[config.mk]
export PLATFORM = sky130hd
export DESIGN_NAME = spi_xfer_ctrl
export DESIGN_NICKNAME = d
export VERILOG_FILES = /design/src/rtl/spi_pkg.sv /design/src/rtl/spi_cs_timer.sv /design/src/rtl/spi_xfer_ctrl.sv
export SDC_FILE = /design/constraint.sdc
export NUM_CORES = 1
export LEC_CHECK = 0
export BUFFER_PORTS_ARGS = -buffer_cell sky130_fd_sc_hd__buf_2
export CAP_MARGIN = 20
export CORE_ASPECT_RATIO = 2
export CORE_UTILIZATION = 57
export CTS_BUF_LIST = sky130_fd_sc_hd__clkbuf_16
export DETAILED_ROUTE_END_ITERATION = 6
export PLACE_DENSITY = 0.8
export SLEW_MARGIN = 20
export SYNTH_ARGS = -nofsm -noshare
export SYNTH_HDL_FRONTEND = slang
export SYNTH_SLANG_ARGS = --single-unit
[constraint.sdc]
create_clock -name clk -period 3.4 [get_ports clk]
set_clock_uncertainty 0.05 [all_clocks]
set_input_delay 0.68 -clock clk [delete_from_list [all_inputs] [get_ports clk]]
set_output_delay 0.68 -clock clk [all_outputs]
set_load 0.03 [all_outputs]
[src/rtl/spi_pkg.sv]
// Shared definitions for the SPI transaction sequencer: byte width and the
// 3-bit state encoding, also visible on the debug state output.
package spi_pkg;

  localparam int BYTE_W = 8;

  localparam logic [2:0] ST_IDLE      = 3'd0;
  localparam logic [2:0] ST_SETUP     = 3'd1;
  localparam logic [2:0] ST_LOAD      = 3'd2;
  localparam logic [2:0] ST_START     = 3'd3;
  localparam logic [2:0] ST_WAIT_BUSY = 3'd4;
  localparam logic [2:0] ST_XFER      = 3'd5;
  localparam logic [2:0] ST_HOLD      = 3'd6;
  localparam logic [2:0] ST_GAP       = 3'd7;

  typedef enum logic [2:0] {
    S_IDLE      = ST_IDLE,
    S_SETUP     = ST_SETUP,
    S_LOAD      = ST_LOAD,
    S_START     = ST_START,
    S_WAIT_BUSY = ST_WAIT_BUSY,
    S_XFER      = ST_XFER,
    S_HOLD      = ST_HOLD,
    S_GAP       = ST_GAP
  } state_t;

endpackage

[src/rtl/spi_cs_timer.sv]
// Loadable down-counter with a zero flag; times the chip-select setup, hold
// and idle intervals. Counts down to zero and parks there.
module spi_cs_timer #(
  parameter int             W       = 8,
  parameter logic [W-1:0]   RST_VAL = '0
) (
  input  logic         clk,
  input  logic         rst,
  input  logic         i_load,
  input  logic [W-1:0] i_load_val,
  output logic         o_zero
);

  logic [W-1:0] r_cnt;

  always_ff @(posedge clk) begin
    if (rst) begin
      r_cnt <= RST_VAL;
    end else if (i_load) begin
      r_cnt <= i_load_val;
    end else if (r_cnt != '0) begin
      r_cnt <= r_cnt - 1'b1;
    end
  end

  assign o_zero = (r_cnt == '0);

endmodule

[src/rtl/spi_xfer_ctrl.sv]
// Multi-byte SPI transaction sequencer: owns cs_n timing, feeds the byte
// engine from the TX stream and collects received bytes into the RX stream.
module spi_xfer_ctrl
  import spi_pkg::*;
#(
  parameter int LEN_W    = 8,
  parameter int CS_SETUP = 2,
  parameter int CS_HOLD  = 2,
  parameter int CS_IDLE  = 2
) (
  input  logic              clk,
  input  logic              rst,
  input  logic              cmd_valid,
  output logic              cmd_ready,
  input  logic [LEN_W-1:0]  cmd_len,
  input  logic              cmd_keep_cs,
  input  logic              tx_valid,
  output logic              tx_ready,
  input  logic [BYTE_W-1:0] tx_data,
  output logic              rx_valid,
  input  logic              rx_ready,
  output logic [BYTE_W-1:0] rx_data,
  output logic              done,
  output logic              cs_n,
  output logic              spi_start,
  output logic [BYTE_W-1:0] spi_data_in,
  input  logic              spi_busy,
  input  logic [BYTE_W-1:0] spi_data_out,
  output logic [2:0]        dbg_state
);

  localparam int TMR_W = 8;

  // All streams use valid/ready: a transfer happens on the rising edge where
  // both are high; valid never depends on ready, ready may depend on valid.
  state_t              r_state, w_state_nxt;
  logic [LEN_W-1:0]    r_len, r_cnt;
  logic [LEN_W-1:0]    w_cnt_inc;
  logic                r_keep_cs;
  logic                r_cs_n, r_done, r_rx_valid;
  logic [BYTE_W-1:0]   r_rx_data, r_spi_data_in;
  logic                w_tmr_load, w_tmr_zero;
  logic [TMR_W-1:0]    w_tmr_val;
  logic                w_cmd_fire, w_load_fire, w_byte_done, w_last;

  assign w_cnt_inc = r_cnt + 1'b1;
  assign w_last    = (w_cnt_inc == r_len);

  spi_cs_timer #(
    .W       (TMR_W),
    .RST_VAL (TMR_W'(CS_IDLE - 1))
  ) u_cs_timer (
    .clk        (clk),
    .rst        (rst),
    .i_load     (w_tmr_load),
    .i_load_val (w_tmr_val),
    .o_zero     (w_tmr_zero)
  );

  always_ff @(posedge clk) begin
    if (rst) r_state <= S_GAP;
    else     r_state <= w_state_nxt;
  end

  always_comb begin
    w_state_nxt = r_state;
    cmd_ready   = 1'b0;
    tx_ready    = 1'b0;
    spi_start   = 1'b0;
    w_tmr_load  = 1'b0;
    w_tmr_val   = '0;
    w_cmd_fire  = 1'b0;
    w_load_fire = 1'b0;
    w_byte_done = 1'b0;
    case (r_state)
      S_IDLE: begin
        cmd_ready = 1'b1;
        if (cmd_valid) begin
          w_cmd_fire = 1'b1;
          if (cmd_len != '0) begin
            // A previous keep_cs command left cs_n low: skip setup.
            if (!r_cs_n) begin
              w_state_nxt = S_LOAD;
            end else begin
              w_state_nxt = S_SETUP;
              w_tmr_load  = 1'b1;
              w_tmr_val   = TMR_W'(CS_SETUP - 1);
            end
          end
        end
      end
      S_SETUP: if (w_tmr_zero) w_state_nxt = S_LOAD;
      S_LOAD: begin
        // Holding off while rx_valid is set keeps the single RX register safe.
        if (tx_valid && !r_rx_valid && !spi_busy) begin
          tx_ready    = 1'b1;
          w_load_fire = 1'b1;
          w_state_nxt = S_START;
        end
      end
      S_START: begin
        spi_start   = 1'b1;
        w_state_nxt = S_WAIT_BUSY;
      end
      S_WAIT_BUSY: if (spi_busy) w_state_nxt = S_XFER;
      S_XFER: begin
        if (!spi_busy) begin
          w_byte_done = 1'b1;
          if (!w_last) begin
            w_state_nxt = S_LOAD;
          end else if (r_keep_cs) begin
            w_state_nxt = S_IDLE;
          end else begin
            w_state_nxt = S_HOLD;
            w_tmr_load  = 1'b1;
            w_tmr_val   = TMR_W'(CS_HOLD - 1);
          end
        end
      end
      S_HOLD: begin
        if (w_tmr_zero) begin
          w_state_nxt = S_GAP;
          w_tmr_load  = 1'b1;
          w_tmr_val   = TMR_W'(CS_IDLE - 1);
        end
      end
      S_GAP: if (w_tmr_zero) w_state_nxt = S_IDLE;
      default: w_state_nxt = S_GAP;
    endcase
  end

  always_ff @(posedge clk) begin
    if (rst) begin
      r_cs_n        <= 1'b1;
      r_done        <= 1'b0;
      r_rx_valid    <= 1'b0;
      r_rx_data     <= '0;
      r_spi_data_in <= '0;
      r_len         <= '0;
      r_cnt         <= '0;
      r_keep_cs     <= 1'b0;
    end else begin
      r_done <= 1'b0;
      if (w_cmd_fire) begin
        r_len     <= cmd_len;
        r_keep_cs <= cmd_keep_cs;
        r_cnt     <= '0;
        if (cmd_len == '0) r_done <= 1'b1;
        else               r_cs_n <= 1'b0;
      end
      if (w_load_fire) r_spi_data_in <= tx_data;
      if (w_byte_done) begin
        r_rx_data  <= spi_data_out;
        r_rx_valid <= 1'b1;
        r_cnt      <= w_cnt_inc;
        if (w_last && r_keep_cs) r_done <= 1'b1;
      end else if (r_rx_valid && rx_ready) begin
        r_rx_valid <= 1'b0;
      end
      if (r_state == S_HOLD && w_tmr_zero) begin
        r_cs_n <= 1'b1;
        r_done <= 1'b1;
      end
    end
  end

  assign cs_n        = r_cs_n;
  assign done        = r_done;
  assign rx_valid    = r_rx_valid;
  assign rx_data     = r_rx_data;
  assign spi_data_in = r_spi_data_in;
  assign dbg_state   = r_state;

endmodule

### Word level (Yosys, flattened, before mapping)

Index checks and enable logic that the tools add are counted.

* bits in registers: 47
* input bits: 31
* word-level logic and storage cells: 94

* add/sub/neg operators: 2
* reduce and logical (&&, ||, !) cells: 18
* bitwise gates (word level): 1
* mux-type cells: 47
* equal/unequal tests: 16

Operators with widths (number)
* $mux 8: 4
* $mux 3: 10
* $mux 1: 29
* $pmux 3 s8: 1
* $logic_not 8->1: 2
* $ne 2x2->1 const B: 8
* $reduce_bool 8->1: 2
* $eq 3x3->1 const B: 4
* $add 8x1->8 const B: 1
* $eq 8x8->1: 1
* $reduce_and 8->1: 1
* $sub 8x1->8 const B: 1
* $eq 3x2->1 const B: 2
* $pmux 1 s3: 2
* $reduce_bool 2->1: 3
* $logic_and 1x1->1: 5
* $eq 3x1->1 const B: 1
* $logic_not 3->1: 1
* $logic_not 1->1: 2
* $mux 2: 1
* $reduce_and 2->1: 1
* $reduce_or 2->1: 1
* $not 1->1: 1

### Logic depth before layout (Yosys ltp)

Gate-level depths: netlist of the first run.

* depth in word-level cells: 6
* gate-level depth with buffers: 8

### Cells and area by module

Synthesis of the first run repeated with hierarchy kept, for this count alone.

* cells, all modules: 285
* area total of the unflattened synthesis: 2322.2 um^2

Modules (own cells, without submodules)
* spi_xfer_ctrl: instances 1, cells an instance 234, area an instance 1864.3 um^2, sequential area each 780.7 um^2
* spi_cs_timer: instances 1, cells an instance 51, area an instance 457.9 um^2, sequential area each 160.2 um^2

### Worst setup path before layout of the first run

No wires, ideal clock.

* path type: register to output
* start: register r_state[0] (netlist: dbg_state[0])
* end: output spi_start
* path slack: 1.067 ns
* arrival: 1.603 ns
* cell stages (with the launch flop): 5
* buffers on the path: 2
* path through: dfxtp_1 > clkbuf_1 > clkbuf_1 > nand2_1 > nor2_1

* cells in the longest elaborated chain, start to end: 2

Ends and longest elaborated chain
* start: declaration: line spi_xfer_ctrl.sv:36 `state_t r_state, w_state_nxt;`
* start signal: assignment: line spi_xfer_ctrl.sv:62 `else r_state <= w_state_nxt;`
* $eq 3x2->1: line spi_xfer_ctrl.sv:75 `case (r_state)`
* $mux 1: line spi_xfer_ctrl.sv:75
* end: declaration: line spi_xfer_ctrl.sv:25 `output logic spi_start,`

No other way between the ends.

### Worst setup path after layout of the first run

* start: input spi_busy
* end: output tx_ready

* cells in the longest elaborated chain, start to end: 4

Ends and longest elaborated chain
* start: declaration: line spi_xfer_ctrl.sv:27 `input logic spi_busy,`
* $logic_not 1->1
* $logic_and 1x1->1: line spi_xfer_ctrl.sv:95 `if (tx_valid && !r_rx_valid && !spi_busy) begin`
* $mux 1: line spi_xfer_ctrl.sv:95
* $mux 1: line spi_xfer_ctrl.sv:75
* end: declaration: line spi_xfer_ctrl.sv:18 `output logic tx_ready,`

No other way between the ends.

==> results.tsv, run 1 <==
stage	metric	value	unit
job	drv_cap	0	
critical_path	reg2reg_to	u_cs_timer.r_cnt[1]	
worst_hold_path	hold_class	flip-flop to flip-flop	
routing	drc	0	
pwr	worst_ir_drop_vdd	0.620	mV
timing	hold_ws	0.401	ns
timing	finalCriticalPeriod	2.66	ns
cts	clock_sinks	47	
global_routing	grt_use_total	27.7	%
layout	n_antenna_cell	0	
routing	first_iter_violations	67	
cts	clock_path_buffers	2	
timing	finalSetupViolations	0	
timing	max-slew-margin-rel	48.9	%
cts	cts_tree	yes	
die	core	4050	sq um
cts	holdBufCountCts	0	
worst_hold_path	hold_depth	2	
die	die_y	93.6	um
layout	area_growth	17.7	%
global_routing	antenna_found_initial	0	
synth	yosysWarnings	0	
critical_path	r2r_start	r_cnt[0]	
timing	rsz0062_at_grt	false	
worst_hold_path	hold_start	spi_data_in[4]	
critical_path	cp_data_required_time	2.67	ns
cts	cts.htree.levels	2	
synth	synthArstFlopShare	0	%
synth	syn_inst	301	
layout	fin_cells	398	
cts	cts_root_buf	clkbuf_16	
die	start_util	59.2	%
cts	postCtsSetupBuffers	0	
layout	drive_gt1_share	22.0	%
pwr	powerDensity	630	nW/um^2
pwr	p_leak	1.14	nW
synth	synth_largest_area_cell	dfxtp_1	
placed_design	dp_hpwl	4340	um
layout	fin_util	69.6	%
global_routing	grt_pass1_wl	9080	um
timing	fmax	0.376	GHz
die	io_pins	56	
synth	synth_edf_count	0	
die	num_rows	33	
global_routing	grt_pass1_vias	2187	
global_routing	grt_overflow	0	
critical_path	crit_fanout	9	
timing	period_share	78.1	%
routing	wl_per_cell	14.9	um
synth	synth_area_per_cell	7.95	sq um
cts	clk_latency	0.29	ns
cts	cts_resized	0	
timing	hold_viol	0	
die	die_area	4480	sq um
critical_path	worst_ep_arrival_time	1.93	ns
placed_design	place_inst	390	
timing	final-max-slew-violation-count	0	
critical_path	endpoint_kind	output port	
synth	syn_nets	335	
synth	synth.most_common_cell	nand2_1	
placed_design	place.gp.congestion	0.890	
synth	synth_seq_area_share	39.3	%
critical_path	startpoint_type	input pin	
cts	clk_pin_slew	0.06	ns
routing	drt_pass1_iterations	4	
timing	fin_setup_tns	0	ns
routing	drt-total-wl	5930	um
synth	synth_top_area_share	39.3	%
critical_path	reg2reg_depth	6	
global_routing	grt_max_degree	42	
routing	drtAntennaViolNets	0	
cts	numCtsBuffers	5	
layout	fill_cells	385	
run_status	status	finished, final reports clean	
critical_path	crit_type	input pin to output port	
layout	nNetsFinal	379	
routing	viasPerCell	5.80	
synth	synth_ff_type	dfxtp_1	
synth	ys_ff_latch	47	
synth	netlist_area	2390	sq um
critical_path	reg2reg_slack	1.00	ns
worst_hold_path	hold_path_end	spi_data_in[4]	
die	die_x	47.8	um
synth	yosys-top-cells-count	57 x nand2_1, 47 x dfxtp_1, 40 x a21oi_1	
placed_design	io_buffers	55	
routing	num_vias	2310	
synth	synth_area_leaders	dfxtp_1 39%, nand2_1 8.9%, a21oi_1 8.4%	
timing	worst_pin_slew	0.766	ns
synth	synth_cell_type_count	54	
-- per-stage QoR --
step                      power (mW)  instance area [sq um]  setup WS (ns)
after floorplan                 1.16                   2390           1.07
after global placement          1.29                   2680          0.783
after detailed placement        1.31                   2680          0.758
after CTS                       1.78                   2820          0.752
after global routing            1.87                   2820          0.639
final                           1.78                   2820          0.743
-- routing by layer --
layer | GRT usage, % | up-vias | share of wire, %
li1 | - | 1131 | -
met1 | 25.6 | 1103 | 35
met2 | 53.0 | 52 | 59
met3 | 3.28 | 24 | 2.7
met4 | 13.0 | 0 | 3.8
met5 | 0 | - | 0
-- power by group --
part           switching, mW  leakage [nW]  internal [mW]
sequential            0.0782         0.381          0.614
clock                  0.202        0.0726          0.268
combinational          0.365         0.682          0.249
total                  0.645          1.14           1.13
-- cells by family (layout without fill, tap and decap cells) --
family / after synthesis / count (layout) / share of synthesized area, %
muxes: 3 / 3 / 1.36
AOI/OAI and AO/OA: 71 / 71 / 19.9
and+or+nand+nor: 129 / 129 / 25.9
buffers and inverters: 29 / 74 / 5.02
adders and majority gates: 3 / 3 / 1.57
xor gates and xnor gates: 19 / 19 / 6.95
DFF: 47 / 47 / 39.3
-- cell usage in the layout (no fill, tap or decap), types with 2 or more instances in the layout --
master and n:
o2111ai_1 2, nor3_1 7, nand2_1 57, a22oi_1 2, or4_1 4, and2_1 2, clkinv_1 2, nor2_1 24
nand4_1 2, a21oi_1 40, nand2b_1 5, clkbuf_16 5, inv_1 7, buf_4 4, o21ai_0 8, ha_1 3
a31oi_1 3, dfxtp_1 47, or2_2 2, nor4_1 5, xnor2_1 8, or3_1 3, nand3_1 7, buf_2 55
xor2_1 11, mux2_2 2, a211oi_1 3
-- worst max-delay path, stage by stage --
cell       delay (ns)
buf_2            0.14
nand4bb_1        0.21
or3_1            0.47
clkinv_1         0.19
buf_2            0.22
-- how the worst max path moves through the flow --
stage / startpoint / end / slack [ns] / cells after the start
5_1_grt: dbg_state[0] / tx_ready / 0.64 / 3
2_1_floorplan: dbg_state[0] / spi_start / 1.07 / 4
4_1_cts: spi_busy / tx_ready / 0.75 / 5
3_5_place_dp: spi_busy / tx_ready / 0.76 / 5
3_3_place_gp: spi_busy / tx_ready / 0.78 / 5
6_report: spi_busy / tx_ready / 0.74 / 5
-- state kept, by name, indices dropped and copies added (netlist names) --
| signal | flops |
|---|---|
| cs_n | 1 |
| done | 1 |
| dbg_state | 3 |
| spi_data_in | 8 |
| rx_valid | 1 |
| u_cs_timer.r_cnt | 8 |
| r_keep_cs | 1 |
| r_len | 8 |
| rx_data | 8 |
| r_cnt | 8 |
-- area by class of cell --
cell class | count | area (sq um) | share of cell area [%]
Sequential cell | 47 | 941 | 33.4
Multi-Input combinational cell | 225 | 1340 | 47.5
Inverter | 7 | 26.3 | 0.933
Clock inverter | 3 | 16.3 | 0.577
Clock buffer | 5 | 125 | 4.44
Timing Repair Buffer | 59 | 305 | 10.8
Tap cell | 52 | 65.1 | 2.31
Note: power is estimated with default switching activity, not from simulation.
==> run 2, diff against run 1 <==
CORE_UTILIZATION = 53   (was 57)
PLACE_DENSITY = 0.75   (was 0.8)
clock period = 2.7 ns   (was 3.4 ns; I/O delays follow)
==> results.tsv, run 2 (synthesized netlist as in run 1, its figures left out) <==
stage	metric	value	unit
run_status	status	finished, final reports clean	
global_routing	grt_use_total	25.5	%
critical_path	worst_path_max_delay_cell	dfxtp_1	
critical_path	endpoint_kind	output port	
global_routing	grt_pass1_vias	2258	
placed_design	place.gp.congestion	0.845	
timing	hold_ws	0.404	ns
routing	num_vias	2260	
cts	clk_latency	0.29	ns
critical_path	worst_ep_arrival_time	1.81	ns
critical_path	r2r_start	r_cnt[4]	
worst_hold_path	hold_start	spi_data_in[4]	
die	num_rows	34	
timing	finalSetupViolations	0	
cts	clock_sinks	47	
pwr	intPower	1.54	mW
global_routing	grt_overflow	0	
global_routing	grt_pass1_wl	9700	um
worst_hold_path	hold_class	flip-flop to flip-flop	
routing	viasPerCell	5.59	
worst_hold_path	hold_path_end	spi_data_in[4]	
layout	mostFrequentLayoutCells	57 x nand2_1, 55 x buf_2, 47 x dfxtp_1	
timing	period_share	88.9	%
critical_path	startpoint_type	flip-flop	
cts	cts_root_buf	clkbuf_16	
pwr	p_leak	1.16	nW
critical_path	path_cells	or3_1 -> clkinv_1 -> buf_2	
critical_path	cp_data_required_time	2.11	ns
layout	area_growth	20.3	%
cts	postCtsSetupBuffers	0	
die	io_pins	56	
die	die_y	97.0	um
cts	numCtsBuffers	5	
die	core	4340	sq um
routing	drc	0	
cts	clk_pin_slew	0.07	ns
timing	worst_pin_slew	0.715	ns
routing	drt_pass1_iterations	6	
die	die_x	49.5	um
timing	finalCriticalPeriod	2.40	ns
routing	first_iter_violations	40	
layout	drive_gt1_share	23.4	%
global_routing	antenna_found_initial	0	
critical_path	slowest_delay	0.64	ns
timing	final-max-slew-violation-count	0	
timing	fmax	0.417	GHz
timing	rsz0062_at_grt	false	
routing	wl_per_cell	14.5	um
critical_path	reg2reg_depth	5	
cts	cts_tree	yes	
critical_path	crit_type	flip-flop to output port	
worst_hold_path	hold_depth	2	
layout	nNetsFinal	383	
placed_design	io_buffers	55	
pwr	sw_frac_of_total	34.6	%
die	die_area	4810	sq um
pwr	power_frac_seq	36.6	%
routing	drtAntennaViolNets	0	
timing	max-slew-margin-rel	51.6	%
pwr	power.net_switching	0.816	mW
placed_design	dp_hpwl	4280	um
routing	drt-total-wl	5850	um
cts	holdBufCountCts	0	
layout	mostFrequentLayoutCell	nand2_1	
timing	hold_viol	0	
critical_path	reg2reg_to	u_cs_timer.r_cnt[1]	
timing	fin_setup_tns	0	ns
cts	cts.htree.levels	2	
layout	fill_cells	403	
die	start_util	55.2	%
pwr	powerDensity	819	nW/um^2
pwr	worst_ir_drop_vdd	0.597	mV
critical_path	reg2reg_slack	0.31	ns
job	drv_cap	0	
layout	n_antenna_cell	0	
critical_path	crit_fanout	17	
pwr	p_comb_share	33.1	%
pwr	p_clk_share	30.3	%
cts	clock_path_buffers	2	
cts	cts_resized	0	
global_routing	grt_max_degree	41	
## run 2: worst max-delay path: cells and delay by family (launching register included)
family / cells / cell delay [ns]
DFF: 1 / 0.64
buffers and inverters: 2 / 0.52
and+or+nand+nor: 1 / 0.36
## run 2: stage by stage
step | util, % | setup WS [ns] | cell area [sq um] | power, mW | cells
6_report | 66.4 | 0.301 | 2880 | 2.36 | 404
5_1_grt | 66.4 | 0.127 | 2880 | 2.49 | 404
4_1_cts | 66.4 | 0.302 | 2880 | 2.37 | 404
3_5_place_dp | 62.4 | 0.348 | 2710 | 1.65 | 396
3_3_place_gp | 62.4 | 0.375 | 2710 | 1.64 | 396
2_1_floorplan | - | 0.507 | 2390 | 1.46 | 301
## run 2: cell type report
class	instances	area [sq um]	area share [%]
clock inverter	3	46.3	1.61
multi-input combinational	225	1340	46.5
inverter	7	26.3	0.912
clock buffer	5	125	4.34
timing repair buffer	63	335	11.6
sequential	47	941	32.7
tap	54	67.6	2.35
## run 2: how the worst max path moves through the flow
stage	start	endpoint	slack (ns)	cells past startpoint
floorplan	dbg_state[0]	spi_start	0.51	4
global placement	spi_busy	tx_ready	0.38	5
detailed placement	spi_busy	tx_ready	0.35	5
CTS	dbg_state[2]	tx_ready	0.30	3
global route	r_cnt[2]	u_cs_timer.r_cnt[1]	0.13	5
finish	dbg_state[2]	tx_ready	0.30	3
## run 2: metal layers
| layer | wire length [um] | GRT usage, % |
|---|---|---|
| met5 | 0 | 0 |
| met1 | 2180 | 25.5 |
| met3 | 167 | 3.46 |
| met4 | 197 | 14.3 |
| met2 | 3300 | 47.5 |
## run 2: power groups by stage
stage / clock network, mW / logic, mW / registers, mW
after global routing: 0.747 / 0.872 / 0.875
after detailed placement: 0 / 0.774 / 0.876
after floorplan: 0 / 0.551 / 0.906
after CTS: 0.722 / 0.785 / 0.861
after global placement: 0 / 0.762 / 0.875
final: 0.714 / 0.781 / 0.864
==> run 3, diff against run 2 <==
PLACE_DENSITY = 0.79   (was 0.75)
==> results.tsv, run 3 (synthesized netlist as in run 1, its figures left out) <==
stage	metric	value	unit
pwr	sw_frac_of_total	36.5	%
critical_path	slowest_delay	0.52	ns
critical_path	crit_type	flip-flop to output port	
timing	finalCriticalPeriod	2.43	ns
pwr	total_power	2.27	mW
global_routing	grt_use_total	26.3	%
critical_path	crit_fanout	9	
cts	numCtsBuffers	5	
die	num_rows	34	
layout	multiInputGateArea	1340	sq um
timing	period_share	90.0	%
worst_hold_path	hold_depth	2	
timing	final-max-slew-violation-count	0	
global_routing	grt_max_degree	25	
critical_path	crit_buf_inv	2	
timing	finalSetupViolations	0	
die	die_y	97.0	um
critical_path	path_cells	nand4bb_1 -> or3_1 -> clkinv_1 -> buf_2	
critical_path	reg2reg_to	u_cs_timer.r_cnt[4]	
critical_path	cp_data_required_time	2.11	ns
cts	cts_resized	0	
global_routing	grt_pass1_vias	2210	
routing	drtAntennaViolNets	0	
placed_design	io_buffers	55	
pwr	power.net_switching	0.829	mW
layout	fill_cells	414	
pwr	intPower	1.44	mW
cts	cts_root_buf	clkbuf_16	
run_status	status	finished, final reports clean	
routing	num_vias	2268	
critical_path	r2r_start	r_cnt[5]	
worst_hold_path	hold_class	flip-flop to flip-flop	
layout	mostFrequentLayoutCell	nand2_1	
pwr	power_frac_seq	38.3	%
layout	seq_area	941	sq um
timing	fin_setup_tns	0	ns
layout	area_growth	18.9	%
die	die_x	49.5	um
worst_hold_path	hold_start	rx_data[6]	
layout	nNetsFinal	382	
pwr	p_leak	1.14	nW
critical_path	reg2reg_slack	0.40	ns
pwr	p_clk_share	26.5	%
routing	viasPerCell	5.63	
job	drv_cap	0	
global_routing	grt_overflow	0	
cts	cts_tree	yes	
critical_path	startpoint_type	flip-flop	
timing	rsz0062_at_grt	false	
pwr	powerDensity	797	nW/um^2
critical_path	critPathTopFamily	simple AND/OR/NAND/NOR gates	
cts	holdBufCountCts	0	
routing	drt_pass1_iterations	4	
critical_path	endpoint_kind	output port	
die	core	4340	sq um
routing	drt-total-wl	5990	um
placed_design	place.gp.congestion	0.935	
worst_hold_path	hold_path_end	rx_data[6]	
routing	first_iter_violations	67	
layout	drive_gt1_share	22.9	%
timing	worst_pin_slew	0.624	ns
cts	cts.htree.levels	2	
cts	clock_path_buffers	2	
pwr	worst_ir_drop_vdd	0.608	mV
placed_design	dp_hpwl	4540	um
layout	mostFrequentLayoutCells	57 x nand2_1, 55 x buf_2, 47 x dfxtp_1	
layout	n_antenna_cell	0	
cts	clk_latency	0.29	ns
critical_path	worst_path_max_delay_cell	dfxtp_1	
critical_path	crit_start	dbg_state[1]	
global_routing	antenna_found_initial	0	
die	start_util	55.2	%
critical_path	worst_ep_arrival_time	1.84	ns
routing	drc	0	
cts	clock_sinks	47	
routing	wl_per_cell	14.9	um
die	io_pins	56	
timing	hold_viol	0	
global_routing	grt_pass1_wl	9690	um
timing	fmax	0.411	GHz
cts	clk_pin_slew	0.06	ns
die	die_area	4810	sq um
cts	postCtsSetupBuffers	0	
critical_path	reg2reg_depth	5	
timing	max-slew-margin-rel	58.0	%
pwr	p_comb_share	35.2	%
[run 3: tightest hold or removal path: stages (launching register included)]
cell     delay [ns]
dfxtp_1        0.31
nand2_1        0.05
a21oi_1        0.05
[run 3: worst max-delay path by stage]
stage	end	depth (start not counted)
6_report	tx_ready	4
3_5_place_dp	tx_ready	5
5_1_grt	tx_ready	4
3_3_place_gp	tx_ready	5
2_1_floorplan	spi_start	4
4_1_cts	tx_ready	4
[run 3: cell type report]
class / instances / share of cell area (%)
multi-input cells: 225 / 47.0
flip-flops and latches: 47 / 33.1
repair buffers: 62 / 11.5
clock buffers: 5 / 4.40
well taps: 54 / 2.37
inverters: 7 / 0.923
clock inverters: 3 / 0.703
[run 3: power groups by stage]
stage | Combinational [mW] | Clock, mW | Sequential, mW
6_report | 0.797 | 0.602 | 0.869
5_1_grt | 0.869 | 0.646 | 0.880
4_1_cts | 0.791 | 0.607 | 0.867
3_5_place_dp | 0.785 | 0 | 0.880
3_3_place_gp | 0.773 | 0 | 0.876
2_1_floorplan | 0.551 | 0 | 0.906
[run 3: per-layer routing]
| layer | track usage (%) | vias to the layer above | routed length [um] |
|---|---|---|---|
| li1 | - | 1133 | - |
| met1 | 25.3 | 1061 | 2150 |
| met2 | 49.2 | 55 | 3480 |
| met3 | 4.09 | 19 | 162 |
| met4 | 15.8 | 0 | 198 |
| met5 | 0 | - | 0 |
[run 3: stage by stage]
step | setup WS (ns) | instances | hold WS (ns) | cell area [sq um] | util (%)
floorplan | 0.507 | 301 | 0.398 | 2390 | -
global placement | 0.382 | 395 | 0.389 | 2700 | 62.3
detailed placement | 0.356 | 395 | 0.397 | 2700 | 62.3
CTS | 0.271 | 403 | 0.406 | 2850 | 65.6
global route | 0.166 | 403 | 0.426 | 2850 | 65.6
finish | 0.269 | 403 | 0.406 | 2850 | 65.6
